[src/rtl/fetch_pc_ctrl_pkg.sv]
// Shared opcode/funct3 encodings and fetch FSM state type for the PC control block.
// No logic; constants only.
package fetch_pc_ctrl_pkg;

    localparam logic [6:0] OP_BRANCH = 7'b1100011;
    localparam logic [6:0] OP_JAL    = 7'b1101111;
    localparam logic [6:0] OP_JALR   = 7'b1100111;

    localparam logic [2:0] F3_BEQ  = 3'b000;
    localparam logic [2:0] F3_BNE  = 3'b001;
    localparam logic [2:0] F3_BLT  = 3'b100;
    localparam logic [2:0] F3_BGE  = 3'b101;
    localparam logic [2:0] F3_BLTU = 3'b110;
    localparam logic [2:0] F3_BGEU = 3'b111;

    typedef enum logic [1:0] {
        BOOT  = 2'd0,
        RUN   = 2'd1,
        FLUSH = 2'd2
    } fetch_state_e;

endpackage

[src/rtl/fetch_pc_ctrl_if.sv]
// Execute-stage resolve inputs and fetch-side outputs of fetch_pc_ctrl.
// Stats outputs exist only when BRANCH_STATS_EN is defined.
interface fetch_pc_ctrl_if #(parameter int AWIDTH = 32);

    logic              ex_valid_i;
    logic [6:0]        opcode_i;
    logic [2:0]        funct3_i;
    logic              breq_i;
    logic              brlt_i;
    logic              brltu_i;
    logic [AWIDTH-1:0] target_i;
    logic              imem_ready_i;
    logic              stall_i;
    logic [AWIDTH-1:0] pc_o;
    logic              pc_valid_o;
    logic              taken_o;
    logic              redirect_o;
    logic              flush_o;
`ifdef BRANCH_STATS_EN
    logic [31:0]       br_cnt_o;
    logic [31:0]       br_taken_cnt_o;
`endif

    modport master (
        output ex_valid_i, opcode_i, funct3_i, breq_i, brlt_i, brltu_i,
               target_i, imem_ready_i, stall_i,
        input  pc_o, pc_valid_o, taken_o, redirect_o, flush_o
`ifdef BRANCH_STATS_EN
        , br_cnt_o, br_taken_cnt_o
`endif
    );

    modport slave (
        input  ex_valid_i, opcode_i, funct3_i, breq_i, brlt_i, brltu_i,
               target_i, imem_ready_i, stall_i,
        output pc_o, pc_valid_o, taken_o, redirect_o, flush_o
`ifdef BRANCH_STATS_EN
        , br_cnt_o, br_taken_cnt_o
`endif
    );

endinterface

[src/rtl/fetch_pc_ctrl_branch_taken_dec.sv]
// Taken decode for BRANCH/JAL/JALR from opcode, funct3 and comparator flags.
// Latency: combinational. Backpressure: none.
module branch_taken_dec
    import fetch_pc_ctrl_pkg::*;
(
    input  logic [6:0] opcode,
    input  logic [2:0] funct3,
    input  logic       breq,
    input  logic       brlt,
    input  logic       brltu,
    output logic       taken
);

    always_comb begin
        taken = 1'b0;
        case (opcode)
            OP_JAL, OP_JALR: taken = 1'b1;
            OP_BRANCH: begin
                case (funct3)
                    F3_BEQ:  taken = breq;
                    F3_BNE:  taken = !breq;
                    F3_BLT:  taken = brlt;
                    F3_BGE:  taken = !brlt;
                    F3_BLTU: taken = brltu;
                    F3_BGEU: taken = !brltu;
                    default: taken = 1'b0;
                endcase
            end
            default: taken = 1'b0;
        endcase
    end

endmodule

[src/rtl/fetch_pc_ctrl.sv]
// PC register + redirect/flush control; BRANCH_STATS_EN adds branch/taken counters.
// Latency: resolve in cycle N -> pc_o/redirect_o/flush_o updated in N+1.
// Backpressure: imem_ready_i/stall_i hold the PC; a taken redirect always wins.
module fetch_pc_ctrl
    import fetch_pc_ctrl_pkg::*;
#(
    parameter int                AWIDTH       = 32,
    parameter logic [AWIDTH-1:0] BASEADDR     = AWIDTH'(32'h0100_0000),
    parameter int                FLUSH_CYCLES = 2
)(
    input  logic           clk,
    input  logic           reset,
    fetch_pc_ctrl_if.slave bus
);

    localparam logic [1:0] S_BOOT  = BOOT;
    localparam logic [1:0] S_RUN   = RUN;
    localparam logic [1:0] S_FLUSH = FLUSH;
    localparam logic [2:0] CNT_LAST = 3'(FLUSH_CYCLES - 1);

    logic [1:0]        state_q;
    logic [2:0]        cnt_q;
    logic [AWIDTH-1:0] pc_q;
    logic              redirect_q;
    logic              dec_taken;
    logic              taken;
    logic              advance;

    branch_taken_dec u_dec (
        .opcode (bus.opcode_i),
        .funct3 (bus.funct3_i),
        .breq   (bus.breq_i),
        .brlt   (bus.brlt_i),
        .brltu  (bus.brltu_i),
        .taken  (dec_taken)
    );

    // Instructions in execute during FLUSH are already squashed, so they never resolve.
    assign taken   = bus.ex_valid_i && (state_q != S_FLUSH) && dec_taken;
    assign advance = (state_q != S_BOOT) && bus.imem_ready_i && !bus.stall_i;

    always_ff @(posedge clk) begin
        if (reset) begin
            state_q    <= S_BOOT;
            cnt_q      <= 3'd0;
            pc_q       <= BASEADDR;
            redirect_q <= 1'b0;
        end else begin
            redirect_q <= taken;
            if (taken) begin
                pc_q    <= (bus.opcode_i == OP_JALR) ? {bus.target_i[AWIDTH-1:1], 1'b0}
                                                      : bus.target_i;
                cnt_q   <= 3'd0;
                state_q <= S_FLUSH;
            end else begin
                if (advance)
                    pc_q <= pc_q + AWIDTH'(4);
                case (state_q)
                    S_BOOT:  state_q <= S_RUN;
                    S_RUN:   state_q <= S_RUN;
                    S_FLUSH: begin
                        if (cnt_q == CNT_LAST)
                            state_q <= S_RUN;
                        else
                            cnt_q <= cnt_q + 3'd1;
                    end
                    default: state_q <= S_RUN;
                endcase
            end
        end
    end

    assign bus.pc_o       = pc_q;
    assign bus.pc_valid_o = (state_q != S_BOOT);
    assign bus.taken_o    = taken;
    assign bus.redirect_o = redirect_q;
    assign bus.flush_o    = (state_q == S_FLUSH);

`ifdef BRANCH_STATS_EN
    logic [31:0] br_cnt_q;
    logic [31:0] br_taken_cnt_q;
    logic        br_resolved;

    assign br_resolved = bus.ex_valid_i && (state_q != S_FLUSH) && (bus.opcode_i == OP_BRANCH);

    always_ff @(posedge clk) begin
        if (reset) begin
            br_cnt_q       <= 32'd0;
            br_taken_cnt_q <= 32'd0;
        end else begin
            if (br_resolved && (br_cnt_q != 32'hFFFF_FFFF))
                br_cnt_q <= br_cnt_q + 32'd1;
            if (br_resolved && dec_taken && (br_taken_cnt_q != 32'hFFFF_FFFF))
                br_taken_cnt_q <= br_taken_cnt_q + 32'd1;
        end
    end

    assign bus.br_cnt_o       = br_cnt_q;
    assign bus.br_taken_cnt_o = br_taken_cnt_q;
`endif

endmodule

[src/flat_wrapper.sv]
// flat-port wrapper written by rule: the top's interface ports become plain ports
module fetch_pc_ctrl_flat import fetch_pc_ctrl_pkg::*;
#(
    parameter int                AWIDTH       = 32,
    parameter logic [AWIDTH-1:0] BASEADDR     = AWIDTH'(32'h0100_0000),
    parameter int                FLUSH_CYCLES = 2
)
  (clk, reset, bus_ex_valid_i, bus_opcode_i, bus_funct3_i, bus_breq_i, bus_brlt_i, bus_brltu_i, bus_target_i, bus_imem_ready_i, bus_stall_i, bus_pc_o, bus_pc_valid_o, bus_taken_o, bus_redirect_o, bus_flush_o);
  fetch_pc_ctrl_if #(.AWIDTH(AWIDTH)) bus_i ();
  input  logic clk;
  input  logic reset;
  input wire logic [$bits(bus_i.ex_valid_i)-1:0] bus_ex_valid_i;
  input wire logic [$bits(bus_i.opcode_i)-1:0] bus_opcode_i;
  input wire logic [$bits(bus_i.funct3_i)-1:0] bus_funct3_i;
  input wire logic [$bits(bus_i.breq_i)-1:0] bus_breq_i;
  input wire logic [$bits(bus_i.brlt_i)-1:0] bus_brlt_i;
  input wire logic [$bits(bus_i.brltu_i)-1:0] bus_brltu_i;
  input wire logic [$bits(bus_i.target_i)-1:0] bus_target_i;
  input wire logic [$bits(bus_i.imem_ready_i)-1:0] bus_imem_ready_i;
  input wire logic [$bits(bus_i.stall_i)-1:0] bus_stall_i;
  output wire logic [$bits(bus_i.pc_o)-1:0] bus_pc_o;
  output wire logic [$bits(bus_i.pc_valid_o)-1:0] bus_pc_valid_o;
  output wire logic [$bits(bus_i.taken_o)-1:0] bus_taken_o;
  output wire logic [$bits(bus_i.redirect_o)-1:0] bus_redirect_o;
  output wire logic [$bits(bus_i.flush_o)-1:0] bus_flush_o;
  assign bus_i.ex_valid_i = bus_ex_valid_i;
  assign bus_i.opcode_i = bus_opcode_i;
  assign bus_i.funct3_i = bus_funct3_i;
  assign bus_i.breq_i = bus_breq_i;
  assign bus_i.brlt_i = bus_brlt_i;
  assign bus_i.brltu_i = bus_brltu_i;
  assign bus_i.target_i = bus_target_i;
  assign bus_i.imem_ready_i = bus_imem_ready_i;
  assign bus_i.stall_i = bus_stall_i;
  assign bus_pc_o = bus_i.pc_o;
  assign bus_pc_valid_o = bus_i.pc_valid_o;
  assign bus_taken_o = bus_i.taken_o;
  assign bus_redirect_o = bus_i.redirect_o;
  assign bus_flush_o = bus_i.flush_o;
  fetch_pc_ctrl #(.AWIDTH(AWIDTH), .BASEADDR(BASEADDR), .FLUSH_CYCLES(FLUSH_CYCLES)) u_core (.clk(clk), .reset(reset), .bus(bus_i));
endmodule
[config.mk]
export PLATFORM = sky130hd
export DESIGN_NAME = fetch_pc_ctrl_flat
export DESIGN_NICKNAME = d
export VERILOG_FILES = /design/src/rtl/fetch_pc_ctrl_pkg.sv /design/src/rtl/fetch_pc_ctrl_if.sv /design/src/rtl/fetch_pc_ctrl_branch_taken_dec.sv /design/src/rtl/fetch_pc_ctrl.sv /design/src/flat_wrapper.sv
export SDC_FILE = /design/constraint.sdc
export NUM_CORES = 1
export LEC_CHECK = 0
export CAP_MARGIN = 5
export CORE_MARGIN = 4
export CORE_UTILIZATION = 46
export DETAILED_ROUTE_END_ITERATION = 16
export GPL_ROUTABILITY_DRIVEN = 0
export GPL_TIMING_DRIVEN = 0
export PLACE_DENSITY = 0.85
export SKIP_CTS_REPAIR_TIMING = 1
export SLEW_MARGIN = 10
export SYNTH_ARGS = -nofsm -noshare
export SYNTH_HDL_FRONTEND = slang
export SYNTH_HIERARCHICAL = 1
export SYNTH_SLANG_ARGS = --single-unit
export TNS_END_PERCENT = 50
[constraint.sdc]
create_clock -name clk -period 4.6 [get_ports clk]
set_clock_uncertainty 0.1 [all_clocks]
set_input_delay 1.38 -clock clk [delete_from_list [all_inputs] [get_ports clk]]
set_output_delay 1.38 -clock clk [all_outputs]
set_load 0.05 [all_outputs]
==> flow_summary.yaml, run 1 <==
logic_synthesis:
  seq_area_frac_synth_pct: 36.8
  synth.distinct_cells: 41
  synthArstFlopShare_pct: 0
  synth_warnings: 6
  synth_area_sq_um: 2070
  syn_avg_cell_area_sq_um: 8.13
  synth_cells: 254
  ys_seq_elements: 38
  synthFlopType: "dfxtp_1"
  syn_nets: 307
  synth_edf_count: 0
global_routing:
  grt_use_total_pct: 23.1
  grt-ovfl-total: 0
  grt-busiest-layer: "met2"
  grt.met2_usage_pct: 38.3
  grt_max_degree: 12
  antenna_found_initial: 0
  grt_first_pass_wirelength_um: 10100
  grt_util_met1_pct: 29.0
  use_met3_pct: 5.47
  grt_pass1_vias: 2232
layout:
  stdcell_count: 407
  final_cell_mix: "79 x clkdlybuf4s50_1, 38 x dfxtp_1, 34 x nor2_1"
  utilization_pct: 73.2
  layout_commonest_cell: "clkdlybuf4s50_1"
  drive_gt1_share_pct: 7.61
  nNetsFinal: 407
  antennaDiodeCount: 0
  area_growth_pct: 54.4
  stdcell_area_sq_um: 3190
place:
  dp.cells: 391
  port_buffers: 85
  hpwl_um: 4650
  dpl_cell_area_sq_um: 2980
floorplan:
  die_h_um: 75.0
  std_cell_rows: 24
  die_x_um: 75.0
  start_util_pct: 47.4
  core-area_sq_um: 4350
  io-pin-count: 86
  die-area_sq_um: 5630
clock_tree:
  clock_latency_ns: 0.29
  cts_max_path_buffers: 2
  cts_buffers: 5
  htree_levels: 2
  clock-root-buffer: "clkbuf_8"
  clk_pin_slew_ns: 0.07
  tritoncts: "done"
  cts.sinks: 38
critical_path:
  path_class: "primary input to output pin"
  worstSetupEndpointType: "output pin"
  critPathMaxStageDelay_ns: 0.43
  path_cells: "clkdlybuf4s50_1 > inv_1 > o21ai_1 > a2111oi_4 > o211a_1 > nand3_4 > clkinvlp_4 > buf_8"
  crit_path_max_fanout: 6
  arrival_ns: 3.03
  cp_slowest_cell: "clkdlybuf4s50_1"
  path_buf_inv: 4
  cpLargestDelayFamily: "buffers and inverters"
  start_kind: "primary input"
  crit_required_ns: 3.12
route:
  vias: 2334
  wl_per_cell_um: 16.4
  via_per_inst: 5.73
  postRouteAntennaNets: 0
  drc: 0
  drtIter0Drc: 133
  dr.pass1.iters: 5
  wl_um: 6660
sta:
  setup_viol: 0
  finalSetupTns_ns: 0
  worst_slew_pin_slew_ns: 0.767
  finalCriticalPeriod_ns: 4.51
  max_freq_ghz: 0.222
  finalHoldViolCount: 0
  rsz0062_at_grt: "false"
  period_share_pct: 97.9
  drv_slew: 0
  slew_headroom_pct: 48.5
min_path:
  holdCritPathClass: "flip-flop to flip-flop"
power:
  vdd_drop_max_mv: 0.164
  finalPower_mw: 0.676
  powerDensity_nw_per_um2: 212
  power.leakage_nw: 1.14
job:
  drv_cap: 0
outcome:
  status: "complete, no violations"
-- registers in the layout (all words and copies together), names as in the netlist --
register / count
u_core/cnt_q: 3
u_core/state_q: 2
u_core/bus.redirect_o: 1
u_core/bus.pc_o: 32
-- kinds of logic after synthesis --
kind of cell,count (synthesis),synth area share [%]
flops,38,36.8
mux,1,0.485
xor+xnor,21,8.90
simple gates,118,29.3
compound gates,50,18.0
fa+ha+maj,3,1.82
buf+inv,23,4.66
-- layer usage --
| layer | routed length (um) | vias up |
|---|---|---|
| li1 | - | 1134 |
| met1 | 2630 | 1083 |
| met2 | 3360 | 100 |
| met3 | 523 | 17 |
| met4 | 145 | 0 |
| met5 | 0 | - |
-- power breakdown --
| part | internal, mW | switching (mW) | total, mW |
|---|---|---|---|
| combinational | 0.0541 | 0.0437 | 0.0978 |
| clock | 0.121 | 0.120 | 0.241 |
| sequential | 0.333 | 0.00444 | 0.337 |
| total | 0.508 | 0.168 | 0.676 |
-- Yosys cell counts (2+ instances only) --
library cell | number | area share, %
dfxtp_1 | 38 | 37
nor2_1 | 34 | 6.2
a211oi_1 | 18 | 6.5
nand2_1 | 18 | 3.3
nand3_1 | 13 | 3.1
clkbuf_1 | 12 | 2.2
xnor2_1 | 12 | 5.1
a311oi_1 | 10 | 4.2
nand4_1 | 10 | 3.0
nor3_1 | 9 | 2.2
o21ai_0 | 9 | 2.2
xor2_1 | 9 | 3.8
and3_1 | 8 | 2.4
inv_1 | 8 | 1.5
or3_1 | 6 | 1.8
a21oi_1 | 3 | 0.73
and2_1 | 3 | 0.91
ha_1 | 3 | 1.8
o31ai_1 | 3 | 1.1
a2111oi_0 | 2 | 0.85
and4_1 | 2 | 0.85
buf_2 | 2 | 0.48
nor2b_1 | 2 | 0.61
nor4_1 | 2 | 0.61
or4_1 | 2 | 0.73
-- layout make-up --
type                            count  area, sq um
Multi-Input combinational cell    193         1240
Clock inverter                      1         5.00
Fill cell                         339         1160
Timing Repair Buffer               94          936
Clock buffer                        7         86.3
Buffer                             14         62.6
Inverter                            8         33.8
Tap cell                           52         65.1
Sequential cell                    38          761
-- path summary, 6_finish.rpt --
| check | start | end | slack (ns) | depth (start not counted) |
|---|---|---|---|---|
| worst max-delay path | bus_breq_i | bus_taken_o | 0.09 | 8 |
| worst min register to register | u_core/bus.pc_o[1] | u_core/bus.pc_o[1] | 0.36 | 2 |
| worst max register to register | u_core/bus.pc_o[3] | u_core/bus.pc_o[30] | 2.09 | 6 |
| worst min-delay path | u_core/bus.pc_o[1] | u_core/bus.pc_o[1] | 0.36 | 2 |
-- worst register-to-register path: cells and delay by family, from the launching register on --
family	cells	cell delay (ns)
compound gates	1	0.27
buf+inv	1	0.15
fa+ha+maj	1	0.27
flops	1	0.41
simple gates	3	1.21
-- per-stage QoR --
step / hold slack [ns] / worst slack [ns]
6_report: 0.358 / 0.0948
5_1_grt: 0.396 / 0.00194
4_1_cts: 0.355 / -1.29
3_5_place_dp: 0.346 / -1.27
3_3_place_gp: 0.343 / -1.24
2_1_floorplan: 0.395 / 0.166
Power figures use the tool's default switching activity.
==> inputs of run 2 (changes only) <==
--- a/config.mk
+++ b/config.mk
@@ -5,7 +5,7 @@
 export SDC_FILE = /design/constraint.sdc
 export NUM_CORES = 1
 export LEC_CHECK = 0
-export CAP_MARGIN = 5
+export CAP_MARGIN = 40
 export CORE_MARGIN = 4
 export CORE_UTILIZATION = 46
 export DETAILED_ROUTE_END_ITERATION = 16
==> constraint.sdc (replaced) <==
create_clock -name clk -period 4.6 [get_ports clk]
set_clock_uncertainty 0.1 [all_clocks]
set_input_delay 0.92 -clock clk [delete_from_list [all_inputs] [get_ports clk]]
set_output_delay 0.92 -clock clk [all_outputs]
set_load 0.05 [all_outputs]
==> run 2 against run 1 <==
Net effect: critical endpoint unchanged; utilization fell by 2.7 points; sequential power barely moved; wire length fell by 9.1%; non-clock buffer count fell by 7; combinational power fell by 3.9%; flip-flop and latch count did not move; power fell by 2.3%; global-route usage fell by 0.14 points; cell count fell by 2.2%; setup slack improved by 0.10 ns.
==> flow_summary.yaml, run 2 (synthesis gave the netlist of run 1 again) <==
floorplan:
  die_h_um: 75.0
  die-area_sq_um: 5630
  io-pin-count: 86
  core-area_sq_um: 4350
  die_x_um: 75.0
  std_cell_rows: 24
  start_util_pct: 47.4
clock_tree:
  clock-root-buffer: "clkbuf_8"
  cts_max_path_buffers: 2
  clock_latency_ns: 0.29
  tritoncts: "done"
  clk_pin_slew_ns: 0.07
  cts_buffers: 5
  htree_levels: 2
  cts.sinks: 38
route:
  via_per_inst: 5.62
  wl_um: 6060
  dr.pass1.iters: 4
  drtIter0Drc: 111
  wl_per_cell_um: 15.2
  drc: 0
  postRouteAntennaNets: 0
  vias: 2238
layout:
  nNetsFinal: 400
  layout_commonest_cell: "clkdlybuf4s50_1"
  n_fill_cell: 354
  utilization_pct: 70.5
  antennaDiodeCount: 0
  drive_gt1_share_pct: 4.34
  final_cell_mix: "84 x clkdlybuf4s50_1, 38 x dfxtp_1, 34 x nor2_1"
  largest_reg_flops: 32
  area_growth_pct: 48.6
place:
  port_buffers: 85
  hpwl_um: 4640
min_path:
  holdCritPathClass: "flip-flop to flip-flop"
  holdPathStages: 2
global_routing:
  grt_first_pass_wirelength_um: 9880
  grt_use_total_pct: 23.0
  grt_max_degree: 11
  antenna_found_initial: 0
  grt_pass1_vias: 2164
  grt-ovfl-total: 0
sta:
  period_share_pct: 95.7
  finalHoldViolCount: 0
  setup_viol: 0
  finalSetupTns_ns: 0
  max_freq_ghz: 0.227
  drv_slew: 0
  finalCriticalPeriod_ns: 4.40
  worst_slew_pin_slew_ns: 0.532
  slew_headroom_pct: 64.5
  rsz0062_at_grt: "false"
critical_path:
  worstSetupEndpointType: "output pin"
  arrival_ns: 3.38
  crit_required_ns: 3.58
  path_class: "primary input to output pin"
  crit_path_max_fanout: 10
  r2r_cells: 6
  start_kind: "primary input"
power:
  powerDensity_nw_per_um2: 215
  vdd_drop_max_mv: 0.159
  finalPower_mw: 0.660
  power.leakage_nw: 1.06
outcome:
  status: "complete, no violations"
job:
  drv_cap: 0
[run 2: final cells by class]
type / instances / area [sq um] / share of cell area, %
inverters: 8 / 30.0 / 0.978
plain buffers: 15 / 66.3 / 2.16
well taps: 52 / 65.1 / 2.12
flip-flops and latches: 38 / 761 / 24.8
clock buffers: 6 / 82.6 / 2.69
repair buffers: 86 / 857 / 27.9
multi-input cells: 193 / 1210 / 39.4
[run 2: worst max-delay path: stages]
cell,delay (ns)
clkdlybuf4s50_1,0.55
o21ai_0,0.12
a22o_1,0.25
a2111oi_2,0.22
o211a_1,0.18
nand3_1,0.22
inv_1,0.17
clkbuf_1,0.39
clkbuf_2,0.37
[run 2: layer usage]
metal,vias up,part of all wire (%),global-route usage [%],routed length (um)
met5,-,0,0,0
met4,0,2.0,8.89,121
met3,12,7.8,5.47,471
met2,78,49,38.2,2970
met1,1033,41,28.8,2490
li1,1115,-,-,-
[run 2: path summary, 6_finish.rpt]
check	endpoint	from	slack [ns]
min reg2reg	u_core/bus.pc_o[0]	u_core/bus.pc_o[0]	0.36
min	u_core/bus.pc_o[0]	u_core/bus.pc_o[0]	0.36
max	bus_taken_o	bus_funct3_i[0]	0.20
max reg2reg	u_core/bus.pc_o[30]	u_core/bus.pc_o[3]	2.08
[run 2: per-stage QoR]
stage	hold WS [ns]	worst slack [ns]	area, sq um	std cells
6_report	0.357	0.196	3070	398
3_5_place_dp	0.346	-0.332	2990	392
4_1_cts	0.355	-0.339	3080	398
2_1_floorplan	0.395	1.09	2070	254
5_1_grt	0.395	0.0131	3070	398
3_3_place_gp	0.343	-0.320	2980	391
[run 2: where the power goes]
part | total (mW) | internal (mW) | switching [mW]
clock | 0.229 | 0.116 | 0.113
combinational | 0.0940 | 0.0531 | 0.0409
sequential | 0.338 | 0.333 | 0.00444
